--- config.mk ---
export PLATFORM = sky130hd
export DESIGN_NAME = pc_stack_unit
export DESIGN_NICKNAME = d
export VERILOG_FILES = /design/src/rtl/pc_stack_unit.sv
export SDC_FILE = /design/constraint.sdc
export NUM_CORES = 1
export LEC_CHECK = 0
export ABC_AREA = 0
export CAP_MARGIN = 20
export CORE_AREA = 4 4 124 126
export DETAILED_ROUTE_END_ITERATION = 8
export DIE_AREA = 0 0 128 130
export DONT_BUFFER_PORTS = 1
export SYNTH_ARGS = -nofsm -noshare
export SYNTH_HDL_FRONTEND = slang
export SYNTH_SLANG_ARGS = --single-unit
--- constraint.sdc ---
create_clock -name clk -period 2.75 [get_ports clk]
set_input_delay 0.55 -clock clk [delete_from_list [all_inputs] [get_ports clk]]
set_output_delay 0.55 -clock clk [all_outputs]
set_load 0.005 [all_outputs]
--- src/rtl/pc_stack_unit.sv ---
// Program counter with fetch-address register and a return-address LIFO.
// All strobes take effect on the next rising edge.
module pc_stack_unit #(
   parameter int ADDR_WIDTH  = 10,
   parameter int STACK_DEPTH = 8,
   parameter int SP_WIDTH    = 4
) (
   input  logic                  clk,
   input  logic                  rst,
   input  logic                  get_address_from_pc,
   input  logic                  Increm_PC,
   input  logic                  pc_save_address_from_instr_mem,
   input  logic                  pc_save_address_from_data_mem,
   input  logic                  PUSH,
   input  logic                  POP,
   input  logic [ADDR_WIDTH-1:0] branch_addr,
   output logic [ADDR_WIDTH-1:0] instr_addr,
   output logic                  instr_addr_valid,
   output logic [ADDR_WIDTH-1:0] pc_value,
   output logic [ADDR_WIDTH-1:0] ret_addr,
   output logic [SP_WIDTH-1:0]   sp,
   output logic                  stack_empty,
   output logic                  stack_full,
   output logic                  stack_err
);

   localparam int                     IDX_W   = SP_WIDTH - 1;
   localparam logic [SP_WIDTH-1:0]    SP_ONE  = SP_WIDTH'(1);
   localparam logic [SP_WIDTH-1:0]    SP_FULL = SP_WIDTH'(STACK_DEPTH);
   localparam logic [ADDR_WIDTH-1:0]  PC_ONE  = ADDR_WIDTH'(1);

   logic [ADDR_WIDTH-1:0] pc_q, pc_d;
   logic [ADDR_WIDTH-1:0] instr_addr_q, instr_addr_d;
   logic                  instr_valid_q;
   logic [ADDR_WIDTH-1:0] ret_addr_q, ret_addr_d;
   logic [SP_WIDTH-1:0]   sp_q, sp_d;
   logic                  empty_q, full_q, err_q, err_d;
   logic [ADDR_WIDTH-1:0] stack_q [STACK_DEPTH];

   logic                  push_ok, pop_ok;
   logic [SP_WIDTH-1:0]   sp_dec;
   logic [IDX_W-1:0]      wr_idx, rd_idx;

   // A simultaneous PUSH+POP is treated as a collision: neither side acts.
   assign push_ok = PUSH && !POP && !full_q;
   assign pop_ok  = POP && !PUSH && !empty_q;
   assign sp_dec  = sp_q - SP_ONE;
   assign wr_idx  = sp_q[IDX_W-1:0];
   assign rd_idx  = sp_dec[IDX_W-1:0];

   always_comb begin
      pc_d = pc_q;
      if (pc_save_address_from_instr_mem)
         pc_d = branch_addr;
      else if (pc_save_address_from_data_mem)
         pc_d = ret_addr_q;
      else if (Increm_PC)
         pc_d = pc_q + PC_ONE;

      instr_addr_d = get_address_from_pc ? pc_q : instr_addr_q;

      sp_d       = sp_q;
      ret_addr_d = ret_addr_q;
      if (push_ok)
         sp_d = sp_q + SP_ONE;
      else if (pop_ok) begin
         sp_d       = sp_dec;
         ret_addr_d = stack_q[rd_idx];
      end

      err_d = err_q || (PUSH && POP) || (PUSH && full_q) || (POP && empty_q);
   end

   always_ff @(posedge clk or posedge rst) begin
      if (rst) begin
         pc_q          <= '0;
         instr_addr_q  <= '0;
         instr_valid_q <= 1'b0;
         ret_addr_q    <= '0;
         sp_q          <= '0;
         empty_q       <= 1'b1;
         full_q        <= 1'b0;
         err_q         <= 1'b0;
      end else begin
         pc_q          <= pc_d;
         instr_addr_q  <= instr_addr_d;
         instr_valid_q <= get_address_from_pc;
         ret_addr_q    <= ret_addr_d;
         sp_q          <= sp_d;
         empty_q       <= (sp_d == '0);
         full_q        <= (sp_d == SP_FULL);
         err_q         <= err_d;
      end
   end

   // Entries are only read below sp, so the storage needs no reset.
   always_ff @(posedge clk) begin
      if (push_ok)
         stack_q[wr_idx] <= pc_q;
   end

   assign instr_addr       = instr_addr_q;
   assign instr_addr_valid = instr_valid_q;
   assign pc_value         = pc_q;
   assign ret_addr         = ret_addr_q;
   assign sp               = sp_q;
   assign stack_empty      = empty_q;
   assign stack_full       = full_q;
   assign stack_err        = err_q;

endmodule

# Yosys cells after proc, flatten, opt, wreduce, memory -nomap -nowiden
# Memory sizes are Yosys's and may differ from the RTL's. A register that Yosys moved wholly into a read port is not among the register bits.
# Cells that the tools add are included.
# op_classes
eq_ne,1
n_bitwise,1
addsub,3
n_reduce_logical,17
n_mux,7
# op_table
cell,n
2-to-1 mux 10 bit,3
adder 10 x 1 -> 10 bit (second input constant),1
2-to-1 mux 4 bit,2
logical AND 1 bit,7
adder 4 x 1 -> 4 bit (second input constant),1
== test 4 bit (second input constant),1
logical NOT 1 bit,4
logical NOT 4 bit,1
subtractor 4 x 1 -> 4 bit (second input constant),1
logical OR 1 bit,3
nonzero test 3 bit,1
2-to-1 mux 1 bit,2
AND reduction 2 bit,1
inverter 1 bit,1
# totals
memories,1
out_inout_bits,38
wordCells,37
inputBits,18
ff_bits,28
ram_bits,80
# memory_table
memory,depth,width,read_ports,rd_clocked_by_memory_dff,wr,line_no,rtl
stack_q,8,10,1,1,1,38,logic [ADDR_WIDTH-1:0] stack_q [STACK_DEPTH];

# Logic depth before layout (Yosys ltp)
# Gate-level depths: netlist of run 1.
# depth
depth_word,6
mapped_depth,9
ltp_nobuf,6

# Worst setup path after synthesis of run 1
# OpenSTA, ideal clock, no wires.
# synth_timing
kind,input to register
from,in POP
to,"mem stack_q[0][0], enable pin"
arrival_time_ns,1.662
cell_stages,3
t_required_ns,2.360
setup_slack_ns,0.698
cell_sequence,nor2_1 > nand3_1 > nor3_1
# synth_via
elab_chain_cells,5
# synth_lines
element,line_no,rtl
start: declaration,15,"input logic POP,"
logical NOT 1 bit,45,assign push_ok = PUSH && !POP && !full_q;
logical AND 1 bit (2 in series),45,
2-to-1 mux 1 bit,98,if (push_ok)
2-to-1 mux 1 bit (implied by the code),99,stack_q[wr_idx] <= pc_q;
end: declaration,38,
# Every way passes these cells.

# Worst setup path after layout of run 1
# layout_timing
from,"reg sp_q[0], in the netlist sp[0]"
to,"reg ret_addr_q[3], in the netlist ret_addr[3], read port of stack_q"
# layout_via
elab_chain_cells,1
# layout_lines
element,line_no,rtl
start: declaration,36,"logic [SP_WIDTH-1:0] sp_q, sp_d;"
start signal: assignment,89,sp_q <= sp_d;
subtractor 4 x 1 -> 4 bit,47,assign sp_dec = sp_q - SP_ONE;
end: declaration,35,"logic [ADDR_WIDTH-1:0] ret_addr_q, ret_addr_d;"
# Every way passes these cells.
# A chain may end at the register's enable or synchronous reset.

==> reports/metrics.yaml, run 1 <==
yosys:
  synth.most_common_cell: "edfxtp_1"
  synth.area.top_cells: "edfxtp_1, dfrtp_1, mux2_2"
  ys_types: 39
  synth_edf_count: 80
  syn-num-nets: 354
  synth_area_um2: 4920
  yosysTopAreaCell: "edfxtp_1"
  synthArstFlopShare_pct: 32.2
  synth_seq_cells: 118
  syn_inst: 333
  avgSynthCellArea_um2: 14.8
  synth_top_cells_by_count: "edfxtp_1, mux2_2, dfrtp_1"
  yosysTopAreaCellShare_pct: 48.8
  ys_seq_area_share_pct: 68.1
  synthFlopType: "edfxtp_1"
  yosysWarnings: 0
power:
  leakage_nw: 2.09
  power_density_nw_per_um2: 1160
  ir_drop_v: 0.000691
  total_power_mw: 6.76
sta:
  fin_setup_tns_ps: 0
  period_minus_slack_ps: 2120
  fin_crit_sh_pct: 77.0
  rsz0062_at_grt: "false"
  relSlewSlack_pct: 59.3
  timing_hold_violations_final: 0
  fin_worst_skew_ps: 7.38
  drv_slew: 0
  hold_slack_ps: 172
  worst_pin_slew_ps: 610
  setup_viol: 0
  max_freq_mhz: 472
clocking:
  clk_latency_ps: 400
  cts_buffers: 17
  cts_tree: "yes"
  cts_max_level: 4
  cts_hold_buf: 0
  cts_setup_buffers: 0
  cts_resized: 0
  worst_setup_hold_path_clk_slew_ps: 60
  ctsLongestPathBuffers: 2
  clock-sinks: 118
  cts-root-buf: "clkbuf_16"
placement:
  hpwl_mm: 7.09
  placed_cell_area_um2: 5190
  routabilityCongestion: 0.743
  io_buffer_count: 0
floorplan:
  pin_count: 56
  die_w_um: 128
  rows: 44
  dieArea_um2: 16600
  die_h_um: 130
  coreArea_um2: 14300
  start_util_pct: 34.4
cells_and_area:
  postLayoutCellArea_um2: 5810
  area_growth_pct: 18.1
  finish.utilization_pct: 40.6
  finalNetCount: 369
  drive_above_1_share_pct: 26.9
  n_antenna_cell: 0
routing:
  first_pass_iters: 5
  wl_per_cell_um: 20.9
  vias: 2833
  route.detailed.drc: 0
  wirelength_mm: 11.4
  dr.first_iter.drc_count: 289
  via_per_inst: 5.20
  ant_nets: 0
setup_path:
  cp-start-kind: "flip-flop"
  path_class: "flip-flop to flip-flop"
  cp-end-kind: "flip-flop"
  crit_slowest_cell: "dfrtp_1"
  max_stage_delay_ps: 520
  r2r-start: "sp[0]$_DFF_PP0_"
  rrSetupSlack_ps: 630
  worstSetupStartpoint: "sp[0]$_DFF_PP0_"
  path_max_fanout: 10
  cp_data_required_time_ps: 3050
  rr_worst_depth: 6
  r2r_end: "ret_addr[3]$_DFFE_PP0P_"
  crit_chain: "inv_1 -> ha_1 -> xor2_1 -> nand2_1 -> o22ai_1 -> o31ai_1"
  crit_arrival_ps: 2420
outcome:
  outcome: "finished, final reports clean"
grt:
  grt-ovfl-total: 0
  grt_pass1_vias: 3017
  gr-usage-all-layers_pct: 14.1
  antenna_found_initial: 0
  grt_start_max_net_pins: 43
  grt_pass1_wl_mm: 17.4
min_path:
  min-delay-path-class: "input pin to async pin"
run:
  drv_cap: 0
[state kept, by name, indices dropped and copies added, names as in the netlist]
register	count
sp	4
stack_err	1
instr_addr	10
pc_value	10
stack_empty	1
stack_q	80
ret_addr	10
stack_full	1
instr_addr_valid	1
[power by group]
group	internal, mW	switching [mW]	total [mW]
clock network	1.54	0.742	2.28
logic	0.876	0.988	1.86
registers	2.24	0.379	2.62
total	4.65	2.11	6.76
[how the worst max path moves through the flow]
stage	end	cells past startpoint
6_report	ret_addr[3]$_DFFE_PP0P_	6
5_1_grt	ret_addr[5]$_DFFE_PP0P_	6
4_1_cts	ret_addr[3]$_DFFE_PP0P_	6
3_5_place_dp	ret_addr[3]$_DFFE_PP0P_	6
3_3_place_gp	ret_addr[6]$_DFFE_PP0P_	6
2_1_floorplan	stack_q[0][0]$_DFFE_PP_	3
[through the flow]
step / std cells / worst slack, ps
floorplan: 333 / 698
global placement: 513 / 707
detailed placement: 513 / 621
CTS: 545 / 628
global route: 545 / 478
finish: 545 / 631
[routing by layer]
metal	up-vias	GRT usage, %	part of all wire [%]
met2	67	22.1	47
li1	1297	-	-
met4	0	4.87	1.4
met5	-	0	0
met3	14	4.67	5.6
met1	1455	18.5	46
[logic make-up (layout without fill, tap and decap cells)]
group	Yosys count	after routing	share of synthesized area, %
compound gates	58	58	7.90
xor+xnor	12	12	2.29
fa+ha+maj	3	3	0.762
buf+inv	21	49	1.83
flops	118	118	68.1
mux	54	54	12.2
simple gates	67	67	6.84
[worst max-delay path, delay by kind of cell, from the launching register on]
family,cells,cell delay [ps]
simple gates,1,430
xor+xnor,1,160
flops,1,520
fa+ha+maj,1,270
buf+inv,1,150
compound gates,2,470
[cell type report]
type | instances | area (µm²)
clock buffers | 26 | 542
clock inverters | 6 | 82.6
fillers | 1340 | 8500
inverters | 4 | 15.0
multi-input cells | 194 | 1480
flip-flops and latches | 118 | 3350
well taps | 184 | 230
repair buffers | 13 | 110
[cells in the final DEF (no fill, tap or decap), types with 8 or more instances in the layout]
master	netlist	layout
buf_4	0	12
clkbuf_16	0	19
dfrtp_1	37	37
edfxtp_1	80	80
mux2_2	50	50
nand2_1	29	29
nor2_1	11	11
o21ai_0	8	8
o22ai_1	20	20
o31ai_1	12	12
No activity file was read; power rests on OpenSTA's default activity.
==> run 2, diff against run 1 <==
Clock period 2.75 ns to 2.22 ns, I/O delays scaled along.
==> reports/metrics.yaml, run 2 (synthesis results as in run 1) <==
outcome:
  outcome: "finished, final reports clean"
routing:
  met1_length_mm: 4.69  # -11%
  ant_nets: 0  # unchanged
  via_per_inst: 5.15  # -0.92%
  wl_met3_um: 809  # +27%
  wirelength_mm: 11.2  # -1.5%
  dr.first_iter.drc_count: 193  # -33%
  wl_met2_mm: 5.62  # +4.7%
  vias: 2848  # +0.53%
  wl_per_cell_um: 20.3  # -2.9%
  first_pass_iters: 5  # unchanged
  route.detailed.drc: 0  # unchanged
  topRoutingLayerUsed: "met4"
min_path:
  holdPathEnd: "instr_addr_valid$_DFF_PP0_"
  min_from: "get_address_from_pc"
  min-delay-path-class: "input pin to flip-flop"
  hold_depth: 0
clocking:
  cts_resized: 0  # unchanged
  cts_setup_buffers: 0  # unchanged
  ctsLongestPathBuffers: 2  # unchanged
  clk_latency_ps: 400  # about the same
  cts_max_level: 4  # unchanged
  cts_tree: "yes"
  cts-root-buf: "clkbuf_16"
  clock-sinks: 118  # unchanged
  cts_buffers: 17  # unchanged
  cts_hold_buf: 1  # +1
  worst_setup_hold_path_clk_slew_ps: 50  # about the same
grt:
  grt_pass1_vias: 3033  # +0.53%
  grt_pass1_wl_mm: 17.5  # +0.24%
  grt_start_max_net_pins: 41  # -4.7%
  gr-usage-all-layers_pct: 14.2  # +0.10 points
  antenna_found_initial: 0  # unchanged
  grt-ovfl-total: 0  # unchanged
cells_and_area:
  nFillCells: 1327  # -0.97%
  seqCellArea_um2: 3350  # unchanged
  regMostFlops: "stack_q"
  layout_commonest_cell: "edfxtp_1"
  n_antenna_cell: 0  # unchanged
  fin_cells: 553  # +1.5%
  multi_input_area_um2: 1480  # unchanged
  final_cell_mix: "edfxtp_1, mux2_2, dfrtp_1"
  drive_above_1_share_pct: 28.5  # +1.6 points
  area_growth_pct: 19.2
  finalNetCount: 377  # +2.2%
  largest_reg_flops: 80  # unchanged
power:
  power_density_nw_per_um2: 1410  # +22%
  total_power_mw: 8.30  # +23%
  clockPowerShare_pct: 32.6  # -1.1 points
  leakage_nw: 2.11  # +0.97%
  ir_drop_v: 0.000736  # +6.4%
  pwr-share-comb_pct: 29.6  # +2.0 points
  p_int_mw: 5.68  # +22%
  swShare_pct: 31.5  # +0.33 points
  seqPwrFrac_pct: 37.8  # -0.9 points
  power.switching_mw: 2.62  # +24%
sta:
  drv_slew: 0  # unchanged
  rsz0062_at_grt: "false"
  fin_worst_skew_ps: 6.15  # -1.23 ps
  setup_slack_ps: 325  # -306 ps
  max_freq_mhz: 528  # +12%
  relSlewSlack_pct: 62.7  # +3.3 points
  period_minus_slack_ps: 1890  # -224 ps
  worst_pin_slew_ps: 560  # -50.1 ps
  setup_viol: 0  # unchanged
  fin_crit_sh_pct: 85.4  # +8.3 points
  fin_setup_tns_ps: 0  # unchanged
  timing_hold_violations_final: 0  # unchanged
setup_path:
  path_class: "flip-flop to flip-flop"
  r2r_end: "ret_addr[3]$_DFFE_PP0P_"
  rrSetupSlack_ps: 330  # -310 ps
  crit_arrival_ps: 2160  # -260 ps
  rr_worst_depth: 6  # unchanged
  r2r-start: "sp[0]$_DFF_PP0_"
  cp-start-kind: "flip-flop"
  cp_data_required_time_ps: 2490  # -560 ps
  path_max_fanout: 40  # +30
  worstSetupStartpoint: "sp[0]$_DFF_PP0_"
  cp-end-kind: "flip-flop"
run:
  drv_cap: 0  # unchanged
floorplan:
  coreArea_um2: 14300  # unchanged
  die_h_um: 130  # unchanged
  pin_count: 56  # unchanged
  dieArea_um2: 16600  # unchanged
  start_util_pct: 34.4  # unchanged
  rows: 44  # unchanged
  die_w_um: 128  # unchanged
placement:
  io_buffer_count: 0  # unchanged
  pre_cts_slack_ps: 326  # -295 ps
  placedCellCount: 520  # +1.4%
  routabilityCongestion: 0.792  # +6.5%
  hpwl_mm: 7.43  # +4.8%
## run 2: final cells by class
| type | count | share of cell area [%] |
|---|---|---|
| Timing Repair Buffer | 21 | 3.28 |
| Sequential cell | 118 | 57.2 |
| Clock buffer | 19 | 7.55 |
| Multi-Input combinational cell | 194 | 25.2 |
| Clock inverter | 13 | 2.62 |
| Inverter | 4 | 0.256 |
| Tap cell | 184 | 3.92 |
## run 2: power by group through the flow
stage | Clock, mW | Combinational [mW] | Sequential (mW)
6_report | 2.70 | 2.46 | 3.14
4_1_cts | 2.75 | 2.50 | 3.15
5_1_grt | 2.88 | 2.69 | 3.19
2_1_floorplan | 0 | 1.83 | 3.05
3_5_place_dp | 0 | 2.48 | 3.18
3_3_place_gp | 0 | 2.41 | 3.18
## run 2: worst max path at each step
stage / endpoint
CTS: ret_addr[3]$_DFFE_PP0P_
global route: ret_addr[2]$_DFFE_PP0P_
detailed placement: ret_addr[3]$_DFFE_PP0P_
floorplan: ret_addr[1]$_DFFE_PP0P_
global placement: ret_addr[4]$_DFFE_PP0P_
finish: ret_addr[3]$_DFFE_PP0P_
## run 2: critical path, stage by stage (launching register included)
cell     delay [ps]
dfrtp_1         350
inv_1            80
ha_1            370
buf_12          260
mux2_2          370
o22ai_1         200
o31ai_1         110
## run 2: through the flow
| step | area, µm² | hold WS [ps] | utilization, % |
|---|---|---|---|
| after floorplan | 4920 | 468 | - |
| after global placement | 5230 | 477 | 36.6 |
| after detailed placement | 5260 | 306 | 36.8 |
| after CTS | 5870 | 50.2 | 41.0 |
| after global routing | 5870 | 44.6 | 41.0 |
| final | 5870 | 68.5 | 41.0 |
## run 2: layer usage
layer | vias up | track usage [%]
li1 | 1320 | -
met1 | 1444 | 17.7
met2 | 73 | 22.7
met3 | 11 | 4.58
met4 | 0 | 6.49
met5 | - | 0
